===== src/rtl/bc_score_sequencer.sv =====
// Bulls-and-cows scorer: captures one guess, optionally validates it, scores it one position per cycle.
// Optional build macro BC_VALIDATE_EN enables the VALIDATE state (repeated or out-of-range digit check).
//
// state    | meaning
// IDLE     | waiting for start; captures guess, player and opponent secret
// VALIDATE | one cycle; flags repeated digits or digits above MAX_DIGIT
// SCORE    | four cycles; evaluates guess position r_idx against the secret
// REPORT   | one cycle; done high, published results valid
module bc_score_sequencer #(
   parameter int MAX_DIGIT = 9
) (
   input  logic        clock,
   input  logic        reset,
   input  logic        start,
   input  logic        player,
   input  logic [15:0] guess,
   input  logic [15:0] secret_p1,
   input  logic [15:0] secret_p2,
   output logic        busy,
   output logic        done,
   output logic        invalid,
   output logic [2:0]  bulls,
   output logic [2:0]  cows,
   output logic        win
);

   typedef enum logic [1:0] {
      ST_IDLE     = 2'd0,
      ST_VALIDATE = 2'd1,
      ST_SCORE    = 2'd2,
      ST_REPORT   = 2'd3
   } state_t;

   localparam logic [3:0] LP_MAX = 4'(MAX_DIGIT);

   state_t      r_state;
   state_t      w_state_next;
   logic [1:0]  r_idx;
   logic [15:0] r_guess;
   logic [15:0] r_secret;
   logic [2:0]  r_bulls_acc;
   logic [2:0]  r_cows_acc;
   logic        r_done;
   logic [2:0]  r_bulls;
   logic [2:0]  r_cows;
   logic        r_win;

   logic [3:0]  w_g_nib;
   logic        w_bull;
   logic        w_cow;
   logic        w_bad;
   logic [2:0]  w_bulls_nxt;
   logic [2:0]  w_cows_nxt;

   function automatic logic [3:0] f_nib(input logic [15:0] v, input logic [1:0] i);
      case (i)
         2'd0:    return v[15:12];
         2'd1:    return v[11:8];
         2'd2:    return v[7:4];
         default: return v[3:0];
      endcase
   endfunction

   // Position 0 lives in the top nibble, so index 0 scores [15:12] first.
   always_comb begin
      w_g_nib = f_nib(r_guess, r_idx);
      w_bull  = (w_g_nib == f_nib(r_secret, r_idx));
      w_cow   = 1'b0;
      for (int j = 0; j < 4; j++) begin
         if ((2'(j) != r_idx) && (w_g_nib == f_nib(r_secret, 2'(j))))
            w_cow = 1'b1;
      end
      if (w_bull)
         w_cow = 1'b0;
      w_bulls_nxt = r_bulls_acc + {2'b00, w_bull};
      w_cows_nxt  = r_cows_acc + {2'b00, w_cow};
   end

   always_comb begin
      w_bad = 1'b0;
      for (int a = 0; a < 4; a++) begin
         if (f_nib(r_guess, 2'(a)) > LP_MAX)
            w_bad = 1'b1;
         for (int b = a + 1; b < 4; b++) begin
            if (f_nib(r_guess, 2'(a)) == f_nib(r_guess, 2'(b)))
               w_bad = 1'b1;
         end
      end
   end

   always_ff @(posedge clock or posedge reset) begin
      if (reset)
         r_state <= ST_IDLE;
      else
         r_state <= w_state_next;
   end

   always_comb begin
      w_state_next = r_state;
      case (r_state)
         ST_IDLE: begin
            if (start) begin
`ifdef BC_VALIDATE_EN
               w_state_next = ST_VALIDATE;
`else
               w_state_next = ST_SCORE;
`endif
            end
         end
         ST_VALIDATE: w_state_next = w_bad ? ST_REPORT : ST_SCORE;
         ST_SCORE:    if (r_idx == 2'd3) w_state_next = ST_REPORT;
         ST_REPORT:   w_state_next = ST_IDLE;
         default:     w_state_next = ST_IDLE;
      endcase
   end

   always_ff @(posedge clock or posedge reset) begin
      if (reset) begin
         r_idx       <= 2'd0;
         r_guess     <= 16'd0;
         r_secret    <= 16'd0;
         r_bulls_acc <= 3'd0;
         r_cows_acc  <= 3'd0;
      end else begin
         if ((r_state == ST_IDLE) && start) begin
            r_guess     <= guess;
            r_secret    <= player ? secret_p1 : secret_p2;
            r_idx       <= 2'd0;
            r_bulls_acc <= 3'd0;
            r_cows_acc  <= 3'd0;
         end else if (r_state == ST_SCORE) begin
            r_idx       <= r_idx + 2'd1;
            r_bulls_acc <= w_bulls_nxt;
            r_cows_acc  <= w_cows_nxt;
         end
      end
   end

   // Results are loaded on the edge entering REPORT so they are valid alongside done.
   always_ff @(posedge clock or posedge reset) begin
      if (reset) begin
         r_done  <= 1'b0;
         r_bulls <= 3'd0;
         r_cows  <= 3'd0;
         r_win   <= 1'b0;
      end else begin
         r_done <= 1'b0;
         if (w_state_next == ST_REPORT && r_state != ST_REPORT) begin
            r_done <= 1'b1;
            if (r_state == ST_SCORE) begin
               r_bulls <= w_bulls_nxt;
               r_cows  <= w_cows_nxt;
               r_win   <= (w_bulls_nxt == 3'd4);
            end else begin
               r_bulls <= 3'd0;
               r_cows  <= 3'd0;
               r_win   <= 1'b0;
            end
         end
      end
   end

`ifdef BC_VALIDATE_EN
   logic r_invalid;

   always_ff @(posedge clock or posedge reset) begin
      if (reset)
         r_invalid <= 1'b0;
      else if (w_state_next == ST_REPORT && r_state != ST_REPORT)
         r_invalid <= (r_state == ST_VALIDATE);
   end

   assign invalid = r_invalid;
`else
   assign invalid = 1'b0;
`endif

   assign busy  = (r_state != ST_IDLE);
   assign done  = r_done;
   assign bulls = r_bulls;
   assign cows  = r_cows;
   assign win   = r_win;

endmodule


===== config.mk =====
export PLATFORM = sky130hd
export DESIGN_NAME = bc_score_sequencer
export DESIGN_NICKNAME = d
export VERILOG_FILES = /design/src/rtl/bc_score_sequencer.sv
export SDC_FILE = /design/constraint.sdc
export NUM_CORES = 1
export LEC_CHECK = 0
export CAP_MARGIN = 20
export CORE_MARGIN = 2
export CORE_UTILIZATION = 30
export DETAILED_ROUTE_END_ITERATION = 16
export HOLD_SLACK_MARGIN = 0.02
export PLACE_DENSITY = 0.61
export SLEW_MARGIN = 5
export SYNTH_ARGS = -nofsm -noshare
export SYNTH_HDL_FRONTEND = slang
export SYNTH_SLANG_ARGS = --single-unit

===== constraint.sdc =====
create_clock -name clock -period 2.9 [get_ports clock]
set_input_delay 0.29 -clock clock [delete_from_list [all_inputs] [get_ports clock]]
set_output_delay 0.29 -clock clock [all_outputs]
set_load 0.005 [all_outputs]

==> results of run 1 <==
## logic make-up (layout without fill, tap and decap cells)
family                   count (synthesis)  count (layout)
other                                    1               1
AO/OA/AOI/OAI                           52              52
adder cells (fa/ha/maj)                 13              13
multiplexers                            26              26
flip-flops                              50              50
XOR/XNOR                                51              51
buffers and inverters                   42             103
AND/OR/NAND/NOR                        116             116
## timing repair
item,4_1_cts,5_1_grt
setup endpoints to repair,3,9
setup buffers,3,6
gates resized for setup,2,23
pin swaps,3,12
## worst max-delay path: stages (launching register included)
cell,delay (ns)
dfrtp_1,0.40
inv_2,0.08
ha_4,0.18
buf_4,0.14
a21oi_4,0.15
a31oi_2,0.14
buf_4,0.17
xor2_1,0.13
nor3_1,0.14
nand3_1,0.14
a41oi_2,0.23
ha_2,0.21
ha_4,0.19
and2_4,0.15
mux2_4,0.25
## cell usage in the layout, fill, tap and decap left out, types with 2 or more instances in the layout
master	Yosys	routed
nor2b_1	3	2
o21ai_0	23	23
clkdlybuf4s50_1	0	60
nand4_1	8	8
mux2_4	6	6
ha_1	13	5
nor2_1	15	15
nand2_1	72	72
nand3_1	5	5
mux2i_1	20	20
dfrtp_1	50	50
bufinv_16	0	2
buf_4	10	24
nor3_2	1	2
and2_1	6	5
o41ai_2	2	2
xnor2_1	36	35
xor2_1	15	15
ha_4	0	5
clkbuf_8	0	6
ha_2	0	3
a222oi_1	6	6
inv_1	10	8
a21oi_1	12	9
inv_2	0	2
a21oi_2	1	3
## through the flow
stage,setup slack [ns],std cells
global placement,0.0800,535
detailed placement,-0.0677,535
finish,0.0904,552
CTS,0.0328,546
floorplan,0.0343,351
global route,-0.0363,552
## layout make-up
| class | count | area (sq um) |
|---|---|---|
| timing repair buffer | 85 | 792 |
| clock inverter | 2 | 60.1 |
| tap | 140 | 175 |
| fill | 1096 | 6460 |
| sequential | 50 | 1250 |
| inverter | 10 | 37.5 |
| clock buffer | 6 | 82.6 |
| multi-input combinational | 259 | 1890 |
## sequential cells by signal, indices dropped and copies added, names as in the netlist
| signal | count |
|---|---|
| win | 1 |
| r_bulls_acc | 3 |
| r_cows_acc | 3 |
| r_secret | 16 |
| r_state | 2 |
| done | 1 |
| cows | 3 |
| r_idx | 2 |
| bulls | 3 |
| r_guess | 16 |
## path summary, 6_finish.rpt
check	end	startpoint	slack (ns)
max	cows[1]	r_idx[0]	0.09
min	done	reset	0.39
max reg2reg	cows[1]	r_idx[0]	0.09
min reg2reg	win	win	0.53
max in group asynchronous	r_guess[10]	reset	1.84
min in group clock	r_guess[2]	guess[2]	0.51
## where the power goes
part	switching [mW]	internal [mW]	leakage [nW]	total, mW
Sequential	0.395	0.997	0.637	1.39
Combinational	1.38	1.50	1.17	2.89
Clock	0.238	0.368	0.0714	0.606
Total	2.02	2.87	1.88	4.88
## layer usage
metal / global-route usage [%] / vias to the layer above / wire length, microns
met5: 0 / - / 0
met4: 3.02 / 0 / 84
met3: 2.59 / 12 / 368
met2: 23.0 / 75 / 3780
met1: 17.6 / 1223 / 3470
li1: - / 1285 / -
==> flow_metrics.tcl, run 1 <==
set metrics [dict create \
    status "completed" \
    wl_microns 7710 \
    setup_repair_after_global_routing_missed_its_margin "yes" \
    cts_made_buffers 5 \
    routed_via_density 4.70 \
    max_cap_viol_count 0 \
    netlist_top_cells_area "dfrtp_1, xnor2_1, nand2_1, mux2i_1, ha_1" \
    clkTransAtPathRegs_ns 0.09 \
    dp_hpwl_microns 5700 \
    post_dp_cell_area_sq_um 3950 \
    yosys-mux-area-fraction_pct 8.86 \
    utilization_pct 39.9 \
    syn_to_layout_area_delta_pct 30.8 \
    vdd.ir_drop.worst_mv 0.396 \
    fin_nets 476 \
    yosysTopAreaCell "dfrtp_1" \
    final_min_period_over_clock_period_pct 96.9 \
    drtPass1Iterations 4 \
    proportion_of_register_bits_with_asynchronous_set_or_reset_after_synthesis_pct 100 \
    finish.instance_area_sq_um 4290 \
    cts.hold.buffers_added 0 \
    count_leader_synth "nand2_1" \
    synth-adder-area-share_pct 4.96 \
    die-area_sq_um 11800 \
    syn_warnings 0 \
    clock_tree.htree_level_count 2 \
    post_synth_xor_area_fraction_pct 13.6 \
    antenna_found_initial 0 \
    timing_worst_slew_pin_value_ns 0.865 \
    holdWs_ns 0.392 \
    p_total_mw 4.88 \
    gpl.final_weighted_congestion 0.929 \
    remaining_drc_errors 0 \
    grt.total_usage_pct 13.5 \
    critPathMaxFanout 5 \
    syn_nets 416 \
    final-max-slew-violation-count 0 \
    core-area_sq_um 10700 \
    cts_num_sinks 50 \
    synthDominantCellAreaShare_pct 38.2 \
    floorplan.die.height_microns 109 \
    cp.arrival_ns 3.01 \
    synth_edf_count 0 \
    final_setup_fails 0 \
    hold_violations 0 \
    synth_top_cells_by_count "nand2_1, dfrtp_1, xnor2_1, o21ai_0, mux2i_1" \
    ys_dominant_reg_cell "dfrtp_1" \
    fp.dieW_microns 109 \
    fmax_mhz 356 \
    period_needed_ns 2.81 \
    tritoncts "yes" \
    postSynthRegisterBits 50 \
    critical_path_required_ns 3.10 \
    synth-seq-area-share_pct 38.2 \
    first_global_vias 2577 \
    avgRoutedWirePerCell_microns 14.0 \
    drtIter0Drc 118 \
    totalNegativeSetupSlack_ns 0 \
    ant_nets 0 \
    std_cell_rows 38 \
    finClkSkew_ns 0.00913 \
    post_route_cells_drive_above_1_share_pct 15.5 \
    worst_r2r_path_depth 14 \
    clock_latency_ns 0.31 \
    cts_root_buf "clkbuf_8" \
    largest_family_of_logic_cells_by_synthesized_area "simple AND/OR/NAND/NOR gates" \
    num_vias 2595 \
    path_class "reg -> reg" \
    worstSetupEndpointType "flop" \
    grt_start_max_net_pins 49 \
    synth-compound-area-share_pct 10.9 \
    netlist-cell-type-count 36 \
    post_synth_and_or_nand_nor_area_fraction_pct 15.5 \
    holdCritPathClass "in -> async" \
    mappedNetlistArea_sq_um 3280 \
    cts_max_path_buffers 2 \
    synthCells 351 \
    gr-total-overflow 0 \
    floorplan.io_pins 62 \
    grt_pass1_wl_microns 12600 \
    start_util_pct 30.5 \
    p_leak_nw 1.88 \
    kind_of_start_point_of_the_critical_path "flop" \
    relSlewSlack_pct 42.1 \
    antenna_cells_inserted 0 \
    syn_area_per_cell_sq_um 9.34 \
    power_per_cell_area_nw_per_um2 1140 \
    numPortBuffers 60 \
]
(Power assumes the default switching activity.)
==> run 2, diff against run 1 <==
- CTS_CLUSTER_SIZE: default -> 30
==> results of run 2 <==
No change in the layout: final DEF, timing and power equal those of run 1.
==> run 3, diff against run 2 <==
- CAP_MARGIN: 20 -> 10
- CORE_UTILIZATION: 30 -> 48
- PLACE_DENSITY: 0.61 -> 0.85
==> run 3 against run 2 <==
  * Clock power decreased by 33%
  * Wire length decreased by 5.2%
  * Register-to-register slack got worse by 0.03 ns
  * Maximum frequency decreased by 0.94%
  * Clock-buffer cell count decreased by 1
==> flow_metrics.tcl, run 3 (synthesized netlist as in run 1, its figures left out) <==
set metrics [dict create \
    cts_num_sinks 50 \
    clock_tree.htree_level_count 2 \
    critical_path_required_ns 3.10 \
    totalNegativeSetupSlack_ns 0 \
    critPathMaxFanout 6 \
    gpl.final_weighted_congestion 0.983 \
    finClkSkew_ns 0.0107 \
    timing.critical_path.max_delay_family "compound AO/OA/AOI/OAI gates" \
    critical-path-max-stage-delay_ns 0.44 \
    most-common-layout-cells "nand2_1, clkdlybuf4s50_1, dfrtp_1, xnor2_1, o21ai_0" \
    max_cap_viol_count 0 \
    die-area_sq_um 7500 \
    routed_via_density 5.38 \
    avgRoutedWirePerCell_microns 15.0 \
    cts.hold.buffers_added 0 \
    syn_to_layout_area_delta_pct 24.3 \
    dp_hpwl_microns 5310 \
    drtIter0Drc 150 \
    tritoncts "yes" \
    final_min_period_over_clock_period_pct 97.8 \
    layout_setup_ws_ns 0.0637 \
    utilization_pct 61.0 \
    count_of_placed_standard_cells_including_taps 472 \
    timing_worst_slew_pin_value_ns 0.850 \
    p_leak_nw 1.82 \
    clkTransAtPathRegs_ns 0.09 \
    post_dp_cell_area_sq_um 3850 \
    final_setup_fails 0 \
    grt_start_max_net_pins 51 \
    drtPass1Iterations 5 \
    relSlewSlack_pct 43.2 \
    clock_latency_ns 0.32 \
    remaining_drc_errors 0 \
    wl_microns 7300 \
    holdCritPathClass "in -> async" \
    start_util_pct 49.0 \
    final_common_cell "nand2_1" \
    top_regs "r_guess (16), r_secret (16)" \
    power_per_cell_area_nw_per_um2 1120 \
    fin_nets 472 \
    num_vias 2621 \
    core-area_sq_um 6680 \
    sequence_of_cells_on_the_critical_path "inv_2 > ha_4 > a222oi_1 > buf_4 > xnor2_1 > nand4_1 > a21oi_2 > a41oi_2 > ha_2 > ha_1 > and2_4 > mux2_4" \
    final-max-slew-violation-count 0 \
    grt_pass1_wl_microns 12100 \
    worstSetupEndpointType "flop" \
    post-place-ws_ns -0.00654 \
    antenna_cells_inserted 0 \
    grt.total_usage_pct 20.3 \
    cts_root_buf "clkbuf_8" \
    cp.arrival_ns 3.04 \
    p_total_mw 4.55 \
    fillCellCount 602 \
    hold_violations 0 \
    kind_of_start_point_of_the_critical_path "flop" \
    gr-total-overflow 0 \
    finish.instance_area_sq_um 4070 \
    vdd.ir_drop.worst_mv 0.380 \
    numPortBuffers 60 \
    path_class "reg -> reg" \
    std_cell_rows 30 \
    period_needed_ns 2.84 \
    floorplan.io_pins 62 \
    cts_made_buffers 5 \
    setup_repair_after_global_routing_missed_its_margin "yes" \
    stdcell_count 487 \
    floorplan.die.height_microns 86.6 \
    status "completed" \
    antenna_found_initial 0 \
    post_route_cells_drive_above_1_share_pct 13.5 \
    ant_nets 0 \
    combined_buffer_and_inverter_count_along_the_critical_path 2 \
    fp.dieW_microns 86.6 \
    worst_path_max_delay_cell "dfrtp_1" \
    first_global_vias 2653 \
    cts_max_path_buffers 2 \
    holdWs_ns 0.457 \
    fmax_mhz 353 \
]
-- run 3: cell types whose count changed in the layout (fill, tap and decap cells not counted), moves of 2 or more --
cell,change
bufinv_16,-2
buf_4,-3
clkinvlp_4,+2
ha_4,-2
-- run 3: worst register-to-register path: cells and delay by family (launching register included) --
kind                     cells  cell delay [ns]
AO/OA/AOI/OAI                3             0.69
adder cells (fa/ha/maj)      3             0.65
XOR/XNOR                     1             0.11
buffers and inverters        2             0.30
AND/OR/NAND/NOR              2             0.30
flip-flops                   1             0.44
multiplexers                 1             0.25
-- run 3: layer usage --
layer | wire (microns) | share of wire (%) | vias up | track usage, %
met5 | 0 | 0 | - | 0
met2 | 3650 | 50 | 92 | 33.5
met3 | 372 | 5.1 | 19 | 5.62
li1 | - | - | 1274 | -
met1 | 3100 | 42 | 1236 | 25.3
met4 | 176 | 2.4 | 0 | 7.81
-- run 3: area by class of cell --
type / instances / area [sq um] / area share, %
Timing Repair Buffer: 81 / 758 / 18.6
Sequential cell: 50 / 1250 / 30.7
Tap cell: 80 / 100 / 2.46
Multi-Input combinational cell: 259 / 1840 / 45.2
Clock buffer: 5 / 68.8 / 1.69
Inverter: 10 / 37.5 / 0.922
Clock inverter: 2 / 15.0 / 0.369
-- run 3: report_power, final --
group / switching (mW) / internal [mW]
clock: 0.244 / 0.165
sequential: 0.416 / 0.997
combinational: 1.31 / 1.42
-- run 3: final timing paths --
kind | start | endpoint | slack, ns | cells after the start
max in group asynchronous | reset | r_secret[5] | 2.02 | 3
worst max-delay path | r_idx[0] | cows[1] | 0.06 | 12
worst max register to register | r_idx[0] | cows[1] | 0.06 | 12
worst min-delay path | reset | r_guess[4] | 0.46 | 3
worst min register to register | cows[0] | cows[0] | 0.52 | 1
min in group clock | guess[7] | r_guess[7] | 0.50 | 3
-- run 3: what timing repair did --
item                       CTS  global route
pin swaps                    1             4
gates cloned                 0             0
setup endpoints to repair    2            10
gates resized for setup      1            16
buffers inserted             2             6
